<file path="src/rtl/ram16_pkg.sv">
// Shared definitions for the clients of the 16-read/1-write replicated RAM.
package ram16_pkg;
  localparam int BLOCKSIZE = 10;
  localparam int AW        = BLOCKSIZE + 1;
  localparam int DW        = 32;
  localparam int NPORT     = 16;
  localparam int LEN_W     = 5;

  typedef enum logic [1:0] {
    IDLE,
    WAIT,
    DRAIN
  } gather_state_t;
endpackage

</file>
<file path="src/rtl/ram_gather_buf.sv">
// Capture buffer for one burst: snapshots all 16 RAM read ports in a single
// cycle and presents one word at a time selected by the drain index.
module ram_gather_buf
  import ram16_pkg::*;
#(
  parameter int DW = 32
) (
  input  logic                       clk,
  input  logic                       load,
  input  logic [NPORT-1:0][DW-1:0]   din,
  input  logic [3:0]                 idx,
  output logic [DW-1:0]              dout
);

  logic [DW-1:0] word_q [NPORT];

  // Load every slot together; the buffer holds data only, so it has no reset
  always_ff @(posedge clk) begin
    if (load) begin
      for (int k = 0; k < NPORT; k++) word_q[k] <= din[k];
    end
  end

  assign dout = word_q[idx];

endmodule

</file>
<file path="src/rtl/ram_burst_read_gather.sv">
// Burst read gather: accepts (base, len), fires all 16 RAM read ports at
// consecutive addresses, captures the returned words once the read latency
// has elapsed and streams them out one per handshake with a last flag.
module ram_burst_read_gather
  import ram16_pkg::*;
#(
  parameter int BLOCKSIZE = 10,
  parameter int DW        = 32,
  parameter int RD_LAT    = 1
) (
  input  logic               clk,
  input  logic               rst,
  input  logic               req_valid,
  output logic               req_ready,
  input  logic [BLOCKSIZE:0] req_base,
  input  logic [LEN_W-1:0]   req_len,
  output logic [BLOCKSIZE:0] r_addr_1,
  output logic [BLOCKSIZE:0] r_addr_2,
  output logic [BLOCKSIZE:0] r_addr_3,
  output logic [BLOCKSIZE:0] r_addr_4,
  output logic [BLOCKSIZE:0] r_addr_5,
  output logic [BLOCKSIZE:0] r_addr_6,
  output logic [BLOCKSIZE:0] r_addr_7,
  output logic [BLOCKSIZE:0] r_addr_8,
  output logic [BLOCKSIZE:0] r_addr_9,
  output logic [BLOCKSIZE:0] r_addr_10,
  output logic [BLOCKSIZE:0] r_addr_11,
  output logic [BLOCKSIZE:0] r_addr_12,
  output logic [BLOCKSIZE:0] r_addr_13,
  output logic [BLOCKSIZE:0] r_addr_14,
  output logic [BLOCKSIZE:0] r_addr_15,
  output logic [BLOCKSIZE:0] r_addr_16,
  input  logic [DW-1:0]      r_dout_1,
  input  logic [DW-1:0]      r_dout_2,
  input  logic [DW-1:0]      r_dout_3,
  input  logic [DW-1:0]      r_dout_4,
  input  logic [DW-1:0]      r_dout_5,
  input  logic [DW-1:0]      r_dout_6,
  input  logic [DW-1:0]      r_dout_7,
  input  logic [DW-1:0]      r_dout_8,
  input  logic [DW-1:0]      r_dout_9,
  input  logic [DW-1:0]      r_dout_10,
  input  logic [DW-1:0]      r_dout_11,
  input  logic [DW-1:0]      r_dout_12,
  input  logic [DW-1:0]      r_dout_13,
  input  logic [DW-1:0]      r_dout_14,
  input  logic [DW-1:0]      r_dout_15,
  input  logic [DW-1:0]      r_dout_16,
  output logic               out_valid,
  input  logic               out_ready,
  output logic [DW-1:0]      out_data,
  output logic               out_last,
  output logic               busy,
  output logic [15:0]        bursts_done
);

  gather_state_t            state_q, state_d;
  logic                     rdy_q;
  logic [1:0]               wcnt_q;
  logic [LEN_W-1:0]         len_q;
  logic [LEN_W-1:0]         len_eff;
  logic [3:0]               idx_q;
  logic [15:0]              done_q;
  logic [BLOCKSIZE:0]       addr_q [NPORT];
  logic [NPORT-1:0][DW-1:0] rd_data;
  logic [DW-1:0]            buf_word;
  logic                     accept;
  logic                     load;
  logic                     last;

  function automatic logic [15:0] sat_inc(input logic [15:0] v);
    return (v == 16'hFFFF) ? v : v + 16'd1;
  endfunction

  assign len_eff   = (req_len > 5'd16) ? 5'd16 : req_len;
  // rdy_q keeps req_ready low during reset and for the cycle after a null burst
  assign req_ready = (state_q == IDLE) && rdy_q;
  assign accept    = req_valid && req_ready;
  assign last      = ({1'b0, idx_q} == (len_q - 5'd1));

  assign out_valid   = (state_q == DRAIN);
  assign out_last    = out_valid && last;
  assign out_data    = out_valid ? buf_word : '0;
  assign busy        = (state_q != IDLE);
  assign bursts_done = done_q;

  assign r_addr_1  = addr_q[0];
  assign r_addr_2  = addr_q[1];
  assign r_addr_3  = addr_q[2];
  assign r_addr_4  = addr_q[3];
  assign r_addr_5  = addr_q[4];
  assign r_addr_6  = addr_q[5];
  assign r_addr_7  = addr_q[6];
  assign r_addr_8  = addr_q[7];
  assign r_addr_9  = addr_q[8];
  assign r_addr_10 = addr_q[9];
  assign r_addr_11 = addr_q[10];
  assign r_addr_12 = addr_q[11];
  assign r_addr_13 = addr_q[12];
  assign r_addr_14 = addr_q[13];
  assign r_addr_15 = addr_q[14];
  assign r_addr_16 = addr_q[15];

  assign rd_data[0]  = r_dout_1;
  assign rd_data[1]  = r_dout_2;
  assign rd_data[2]  = r_dout_3;
  assign rd_data[3]  = r_dout_4;
  assign rd_data[4]  = r_dout_5;
  assign rd_data[5]  = r_dout_6;
  assign rd_data[6]  = r_dout_7;
  assign rd_data[7]  = r_dout_8;
  assign rd_data[8]  = r_dout_9;
  assign rd_data[9]  = r_dout_10;
  assign rd_data[10] = r_dout_11;
  assign rd_data[11] = r_dout_12;
  assign rd_data[12] = r_dout_13;
  assign rd_data[13] = r_dout_14;
  assign rd_data[14] = r_dout_15;
  assign rd_data[15] = r_dout_16;

  // State register
  always_ff @(posedge clk or negedge rst) begin
    if (!rst) state_q <= IDLE;
    else      state_q <= state_d;
  end

  // Next state and buffer load strobe
  always_comb begin
    state_d = state_q;
    load    = 1'b0;
    case (state_q)
      IDLE:    if (accept && (len_eff != '0)) state_d = WAIT;
      WAIT:    if (wcnt_q == 2'd0) begin
                 load    = 1'b1;
                 state_d = DRAIN;
               end
      DRAIN:   if (out_ready && last) state_d = IDLE;
      default: state_d = IDLE;
    endcase
  end

  // Address generator: all 16 ports driven on every accept, wrapping mod 2^AW
  always_ff @(posedge clk or negedge rst) begin
    if (!rst) begin
      for (int k = 0; k < NPORT; k++) addr_q[k] <= '0;
    end else if (accept) begin
      for (int k = 0; k < NPORT; k++) addr_q[k] <= req_base + k[BLOCKSIZE:0];
    end
  end

  // Burst bookkeeping: ready gating, latency countdown, length, drain index, burst count
  always_ff @(posedge clk or negedge rst) begin
    if (!rst) begin
      rdy_q  <= 1'b0;
      wcnt_q <= '0;
      len_q  <= '0;
      idx_q  <= '0;
      done_q <= '0;
    end else begin
      rdy_q <= !(accept && (len_eff == '0));
      if (accept) begin
        wcnt_q <= 2'(RD_LAT);
        len_q  <= len_eff;
      end else if ((state_q == WAIT) && (wcnt_q != 2'd0)) begin
        wcnt_q <= wcnt_q - 2'd1;
      end
      if (load)                        idx_q <= '0;
      else if (out_valid && out_ready) idx_q <= idx_q + 4'd1;
      if (out_valid && out_ready && last) done_q <= sat_inc(done_q);
    end
  end

  ram_gather_buf #(
    .DW(DW)
  ) u_buf (
    .clk (clk),
    .load(load),
    .din (rd_data),
    .idx (idx_q),
    .dout(buf_word)
  );

endmodule

</file>
<file path="config.mk">
export PLATFORM = sky130hd
export DESIGN_NAME = ram_burst_read_gather
export DESIGN_NICKNAME = d
export VERILOG_FILES = /design/src/rtl/ram16_pkg.sv /design/src/rtl/ram_gather_buf.sv /design/src/rtl/ram_burst_read_gather.sv
export SDC_FILE = /design/constraint.sdc
export NUM_CORES = 1
export LEC_CHECK = 0
export BUFFER_PORTS_ARGS = -buffer_cell sky130_fd_sc_hd__buf_2
export CAP_MARGIN = 5
export CORE_AREA = 3 3 294 296
export DETAILED_ROUTE_END_ITERATION = 16
export DIE_AREA = 0 0 297 299
export GPL_TIMING_DRIVEN = 1
export PLACE_DENSITY = 0.69
export SLEW_MARGIN = 20
export SYNTH_ARGS = -nofsm -noshare
export SYNTH_HDL_FRONTEND = slang
export SYNTH_HIERARCHICAL = 1
export SYNTH_SLANG_ARGS = --single-unit
</file>
<file path="constraint.sdc">
create_clock -name clk -period 14.2 [get_ports clk]
set_input_delay 0.71 -clock clk [delete_from_list [all_inputs] [get_ports clk]]
set_output_delay 0.71 -clock clk [all_outputs]
set_load 0.005 [all_outputs]
</file>
==> metrics.txt, run 1 <==
die outline area 88,800 um2; via count 18,000; Worst Setup End Kind output pin; Final Max Tran Viols 0; Final Hold Fails 0; layout cells sized above 1 41.6%; number of hold-repair buffers added at the cts stage 0; share of synthesized registers carrying an async set or reset 25.1%; final critical-path required period 5300 ps; final weighted congestion in routability-driven placement 0.892; WS Path Type register to output pin; clock latency at the later pin of the worst-skew pair 640 ps; RSZ-0062 raised after global routing no; antenna violations before repair 66; core area 83,800 um2; chip width 297 um; cell with the largest stage delay on the worst path sky130_fd_sc_hd__dfrtp_4; worst-path maximum fanout 47; final wirelength 89,100 um; fmax 189 MHz; post-synthesis cell type count 50; vertical die dimension 299 um; filler-free cell count of the finished design 3,692; effective utilization at floorplan 33.5%; Primary FF master, synth sky130_fd_sc_hd__edfxtp_1; most prevalent standard cell on the critical path sky130_fd_sc_hd__buf_4; max-slew headroom at the worst pin 25.8%; Final #Nets 3,012; leak pwr 13.9 nW; Seq cells post-synth 684; required time at the endpoint of the critical path 13,490 ps; mean area per synthesized cell 16.0 um2; transition time of the tightest slew-check pin 1110 ps; fraction of post-synthesis cell area in the top cell type by area 54.8%; CTS-repair resized insts 0; # placed instances 3,521; clock tree from TritonCTS done; ANT nets after route 0; largest net degree at the start of global routing 191; number of enable flip-flop cells after synthesis 512; Critical Path Source idx_q[0]; placed instance area 32,700 um2; area of the mapped netlist 28,000 um2; total routing usage reported by global routing 19.6%; top-level I/O count 760; TritonCTS Buffers 74; Worst Reg-to-Reg Cells 6; cell types with the largest area share after synthesis sky130_fd_sc_hd__edfxtp_1, sky130_fd_sc_hd__dfrtp_1, sky130_fd_sc_hd__mux4_2; deepest clock path buffer count 3; count of port buffers added during placement 759; max cap viols 0; Root Driver sky130_fd_sc_hd__clkbuf_16; cell breakdown of the critical path buf_4, buf_4, mux4_2, a22oi_1, nand2_1, and2_1, buf_2; min setup slack post-route 8900 ps; detailed router's first-iteration violation count 1,639; vias in the first global route 18,500; number of setup buffers added after CTS 0; H-tree lvl count 3; slowest stage delay, CP 950 ps; commonest cells in the netlist sky130_fd_sc_hd__edfxtp_1, sky130_fd_sc_hd__nand2_1, sky130_fd_sc_hd__dfrtp_1; detail-routed via count per cell 4.88; Core Rows 106; reg-to-reg slack, setup 10,000 ps; overall power of the completed layout 6.70 mW; number of iterations in the first detailed-routing pass 5; synthesized netlist cell count 1,754; CTS Sinks 684; number of nets in the synthesized netlist 2,303; post-layout instance area 35,400 um2; number of warnings printed during yosys synthesis 6; DP Wirelength 66,300 um; sequential cell area fraction in the yosys report 70.2%; largest clock skew in the final design 63.8 ps; Final period util 37.3%; Post-Place Setup Slack 9360 ps; average detailed-routed wire length per instance 24.1 um; first-pass GRT wire length 127,000 um; WHS 136 ps; endpoint of the most critical register-to-register path u_buf/word_q[12][1]; DRC viols 0; Total Neg Setup Slack 0 ps; type of element launching the critical path register; Clock Pin Slew Worst Setup and Hold Paths 60 ps; area growth from synthesis to layout 26.0%; power density relative to cell area 190 nW/um2; outcome finished clean; cell with the most instances after synthesis sky130_fd_sc_hd__edfxtp_1; utilization after layout 42.2%; setup violators final 0; Max IR drop VDD 0.121 mV; startpoint of the worst-slack reg-to-reg timing path wcnt_q[0]; critical path arrival 4590 ps; most area-hungry cell type in the Yosys netlist sky130_fd_sc_hd__edfxtp_1; Hold Path Class primary input to asynchronous set/reset pin; overflow left after global routing 0
-- worst max-delay path: cells and delay by family, from the launching register on --
kind | cells | cell delay, ps
muxes | 1 | 590
AOI/OAI and AO/OA | 1 | 200
buffers and inverters | 3 | 1810
DFF | 1 | 950
and+or+nand+nor | 2 | 320
-- per-layer routing --
layer / track usage (%) / vias up / routed length [um]
met5: 0 / - / 161
met4: 7.34 / 26 / 3080
met3: 4.89 / 195 / 7420
met2: 35.1 / 938 / 46500
met1: 22.6 / 8880 / 31900
li1: - / 7974 / -
-- sequential cells by signal, indices dropped and copies added (netlist names), 9 cells and up --
register	cells
bursts_done	16
r_addr_1	11
r_addr_2	11
r_addr_3	10
r_addr_4	10
r_addr_5	9
r_addr_6	9
r_addr_7	9
r_addr_8	9
u_buf/word_q	512
-- cells in the final DEF, fill, tap and decap left out, drive strengths merged, types with 8 or more instances in the layout --
master,netlist,routed
edfxtp,512,512
nor2,81,81
a22oi,64,64
diode,0,38
ha,17,17
dfrtp,172,172
xnor2,92,92
bufinv,0,9
inv,12,17
xor2,41,41
mux4,128,128
a21oi,25,25
nor3,8,8
nand4,17,17
nand3,14,14
clkinv,0,28
o21ai,121,121
and2,38,38
buf,102,778
clkbuf,43,86
nand2,219,219
-- worst max-delay path by stage --
stage | end | cells after the start
6_report | out_data[3] | 7
5_1_grt | out_data[3] | 7
4_1_cts | out_data[3] | 7
3_5_place_dp | out_data[3] | 7
3_3_place_gp | out_data[3] | 7
2_1_floorplan | u_buf/word_q[0][0] | 4
-- cell type report --
class | count | area, um2
diodes | 38 | 95.1
clock buffers | 86 | 1950
clock inverters | 47 | 652
fillers | 7653 | 48500
inverters | 12 | 45.0
multi-input cells | 913 | 7540
flip-flops and latches | 684 | 19700
well taps | 1134 | 1420
repair buffers | 778 | 3960
-- report_power, final --
group / switching [mW] / leakage (nW) / internal [mW]
combinational: 0.923 / 5.82 / 0.788
clock: 0.843 / 1.25 / 1.17
sequential: 0.289 / 6.80 / 2.69
-- logic make-up (layout without fill, tap and decap cells) --
kind of cell / after synthesis / after routing / share of synthesized area, %
muxes: 134 / 134 / 10.5
other: 0 / 38 / 0
DFF: 684 / 684 / 70.2
adders and majority gates: 17 / 17 / 0.758
and+or+nand+nor: 408 / 408 / 6.68
AOI/OAI and AO/OA: 221 / 221 / 4.64
buffers and inverters: 157 / 923 / 3.10
xor gates and xnor gates: 133 / 133 / 4.15
(Power assumes the default switching activity.)
==> run 2: changes to the inputs <==
==> constraint.sdc (replaced) <==
create_clock -name clk -period 4.6 [get_ports clk]
set_input_delay 0.23 -clock clk [delete_from_list [all_inputs] [get_ports clk]]
set_output_delay 0.23 -clock clk [all_outputs]
set_load 0.005 [all_outputs]
==> run 2 against run 1 <==
Sequential power rose to 3.1 times the previous value. Via count rose by 20%. Flip-flop and latch count did not move. Core utilization rose by 6.3 points. Largest power group unchanged. Hold slack got worse by 59 ps. Power rose to 3.2 times the previous value. Non-clock buffer count rose by 538. Die area did not move. Register-to-register slack got worse by 7900 ps.
==> metrics.txt, run 2 (synthesis gave the netlist of run 1 again) <==
required time at the endpoint of the critical path 4370 ps (was 13,490 ps); Total Neg Setup Slack 0 ps (unchanged); first-pass GRT wire length 153,000 um (was 127,000 um); total routing usage reported by global routing 23.4% (was 19.6%); slowest stage delay, CP 910 ps (was 950 ps); ANT nets after route 0 (unchanged); dominant delay contributor by cell family on the critical path flip-flops (was buffers and inverters); Final Hold Fails 0 (unchanged); transition time of the tightest slew-check pin 1100 ps (was 1110 ps); placed instance area 32,900 um2 (was 32,700 um2); Hold Path Class primary input to register (was primary input to asynchronous set/reset pin); chip width 297 um (unchanged); max-slew headroom at the worst pin 26.4% (was 25.8%); Core Rows 106 (unchanged); worst-path maximum fanout 34 (was 47); count of port buffers added during placement 759 (unchanged); most common cell after layout, fill and taps aside sky130_fd_sc_hd__buf_2 (unchanged); effective utilization at floorplan 33.5% (unchanged); detailed router's first-iteration violation count 2,549 (was 1,639); cell with the largest stage delay on the worst path sky130_fd_sc_hd__dfrtp_4 (unchanged); detail-routed via count per cell 5.11 (was 4.88); TritonCTS Buffers 75 (was 74); DP Wirelength 67,500 um (was 66,300 um); type of element launching the critical path register (unchanged); Critical Path Source idx_q[0] (unchanged); largest clock skew in the final design 43.9 ps (was 63.8 ps); register with the most flip-flops u_buf/word_q (unchanged); Final Max Tran Viols 0 (unchanged); core area 83,800 um2 (unchanged); largest net degree at the start of global routing 113 (was 191); deepest clock path buffer count 3 (unchanged); number of setup buffers added after CTS 0 (unchanged); RSZ-0062 raised after global routing no (unchanged); layout cells sized above 1 34.5% (was 41.6%); CTS-repair resized insts 0 (unchanged); H-tree lvl count 3 (unchanged); Clock Pin Slew Worst Setup and Hold Paths 60 ps (about the same); number of hold-repair buffers added at the cts stage 522 (was 0); Worst Setup End Kind output pin (unchanged); average detailed-routed wire length per instance 25.3 um (was 24.1 um); count of buffering cells on the critical path with inverters included 2 (was 3); max reg flops 512 (unchanged); vertical die dimension 299 um (unchanged); CTS Sinks 684 (unchanged); leak pwr 16.1 nW (was 13.9 nW); startpoint of the worst-slack reg-to-reg timing path state_q[0] (was wcnt_q[0]); Final #Nets 3,551 (was 3,012); DRC viols 0 (unchanged); top-level I/O count 760 (unchanged); vias in the first global route 22,600 (was 18,500); post-layout instance area 40,700 um2 (was 35,400 um2); WHS 77.2 ps (was 136 ps); area growth from synthesis to layout 45.0% (was 26.0%); power density relative to cell area 529 nW/um2 (was 190 nW/um2); antenna violations before repair 35 (was 66); WS Path Type register to output pin (unchanged); number of iterations in the first detailed-routing pass 6 (was 5); clock tree from TritonCTS done (unchanged); clock latency at the later pin of the worst-skew pair 640 ps (about the same); instance count on the critical path 6 (was 7); final critical-path required period 3480 ps; final weighted congestion in routability-driven placement 0.892 (unchanged); launch point of the worst hold path req_base[0]; fmax 287 MHz; Max IR drop VDD 0.332 mV (was 0.121 mV); final wirelength 107,000 um (was 89,100 um); highest-count cells in the layout ignoring fill and taps sky130_fd_sc_hd__buf_2, sky130_fd_sc_hd__dlygate4sd3_1, sky130_fd_sc_hd__edfxtp_1 (was sky130_fd_sc_hd__buf_2, sky130_fd_sc_hd__edfxtp_1, sky130_fd_sc_hd__nand2_1); setup violators final 0 (unchanged); outcome finished clean (unchanged); max cap viols 0 (unchanged); cell breakdown of the critical path buf_12, mux4_2, a22oi_1, nand2_1, and2_1, buf_2 (was buf_4, buf_4, mux4_2, a22oi_1, nand2_1, and2_1, buf_2); critical path arrival 3250 ps (was 4590 ps); Root Driver sky130_fd_sc_hd__clkbuf_16 (unchanged); overflow left after global routing 0 (unchanged); via count 21,600 (was 18,000); number of cells traversed by the worst hold path 2; Final period util 75.6%; die outline area 88,800 um2 (unchanged); utilization after layout 48.5% (was 42.2%); Worst Reg-to-Reg Cells 6 (unchanged)
run 2: routing by layer:
| metal | routed length (um) | part of all wire (%) | global-route usage, % | up-vias |
|---|---|---|---|---|
| met5 | 26 | 0.024 | 0 | - |
| met4 | 6430 | 6.0 | 13.7 | 4 |
| met3 | 9970 | 9.3 | 5.83 | 348 |
| met2 | 53700 | 50 | 40.3 | 1625 |
| met1 | 36900 | 34 | 26.6 | 10600 |
| li1 | - | - | - | 9056 |
run 2: power breakdown:
group | switching (mW) | internal (mW) | total, mW | leakage [nW]
clock network | 2.69 | 3.42 | 6.11 | 1.19
registers | 0.951 | 8.28 | 9.24 | 6.80
logic | 3.32 | 2.85 | 6.16 | 8.12
run 2: final timing paths:
path	slack [ps]	to
max	1120	out_data[6]
min	80	r_addr_2[0]
max reg2reg	2130	r_addr_12[8]
min reg2reg	470	r_addr_1[10]
max in group asynchronous	3250	r_addr_6[3]
min in group asynchronous	290	r_addr_10[5]
run 2: final cells by class:
type,count,area (um2)
antenna,37,92.6
clock buffer,91,1960
clock inverter,40,485
fill,6874,43200
inverter,12,45.0
multi-input combinational,913,7540
sequential,684,19700
tap,1134,1420
timing repair buffer,1316,9430
run 2: per-stage QoR:
stage / power (mW) / worst slack, ps / instances
finish: 21.5 / 1120 / 4227
global route: 22.4 / 940 / 4217
CTS: 21.3 / 1140 / 4190
detailed placement: 14.9 / 1820 / 3537
global placement: 14.8 / 1810 / 3537
floorplan: 12.6 / 1280 / 1754
run 2: worst reg2reg max path: stages (launching register included):
cell	delay, ps
sky130_fd_sc_hd__dfrtp_1	420
sky130_fd_sc_hd__nor2_1	370
sky130_fd_sc_hd__and2_1	320
sky130_fd_sc_hd__nand2_8	360
sky130_fd_sc_hd__buf_4	550
sky130_fd_sc_hd__nand2_1	200
sky130_fd_sc_hd__o21ai_0	100
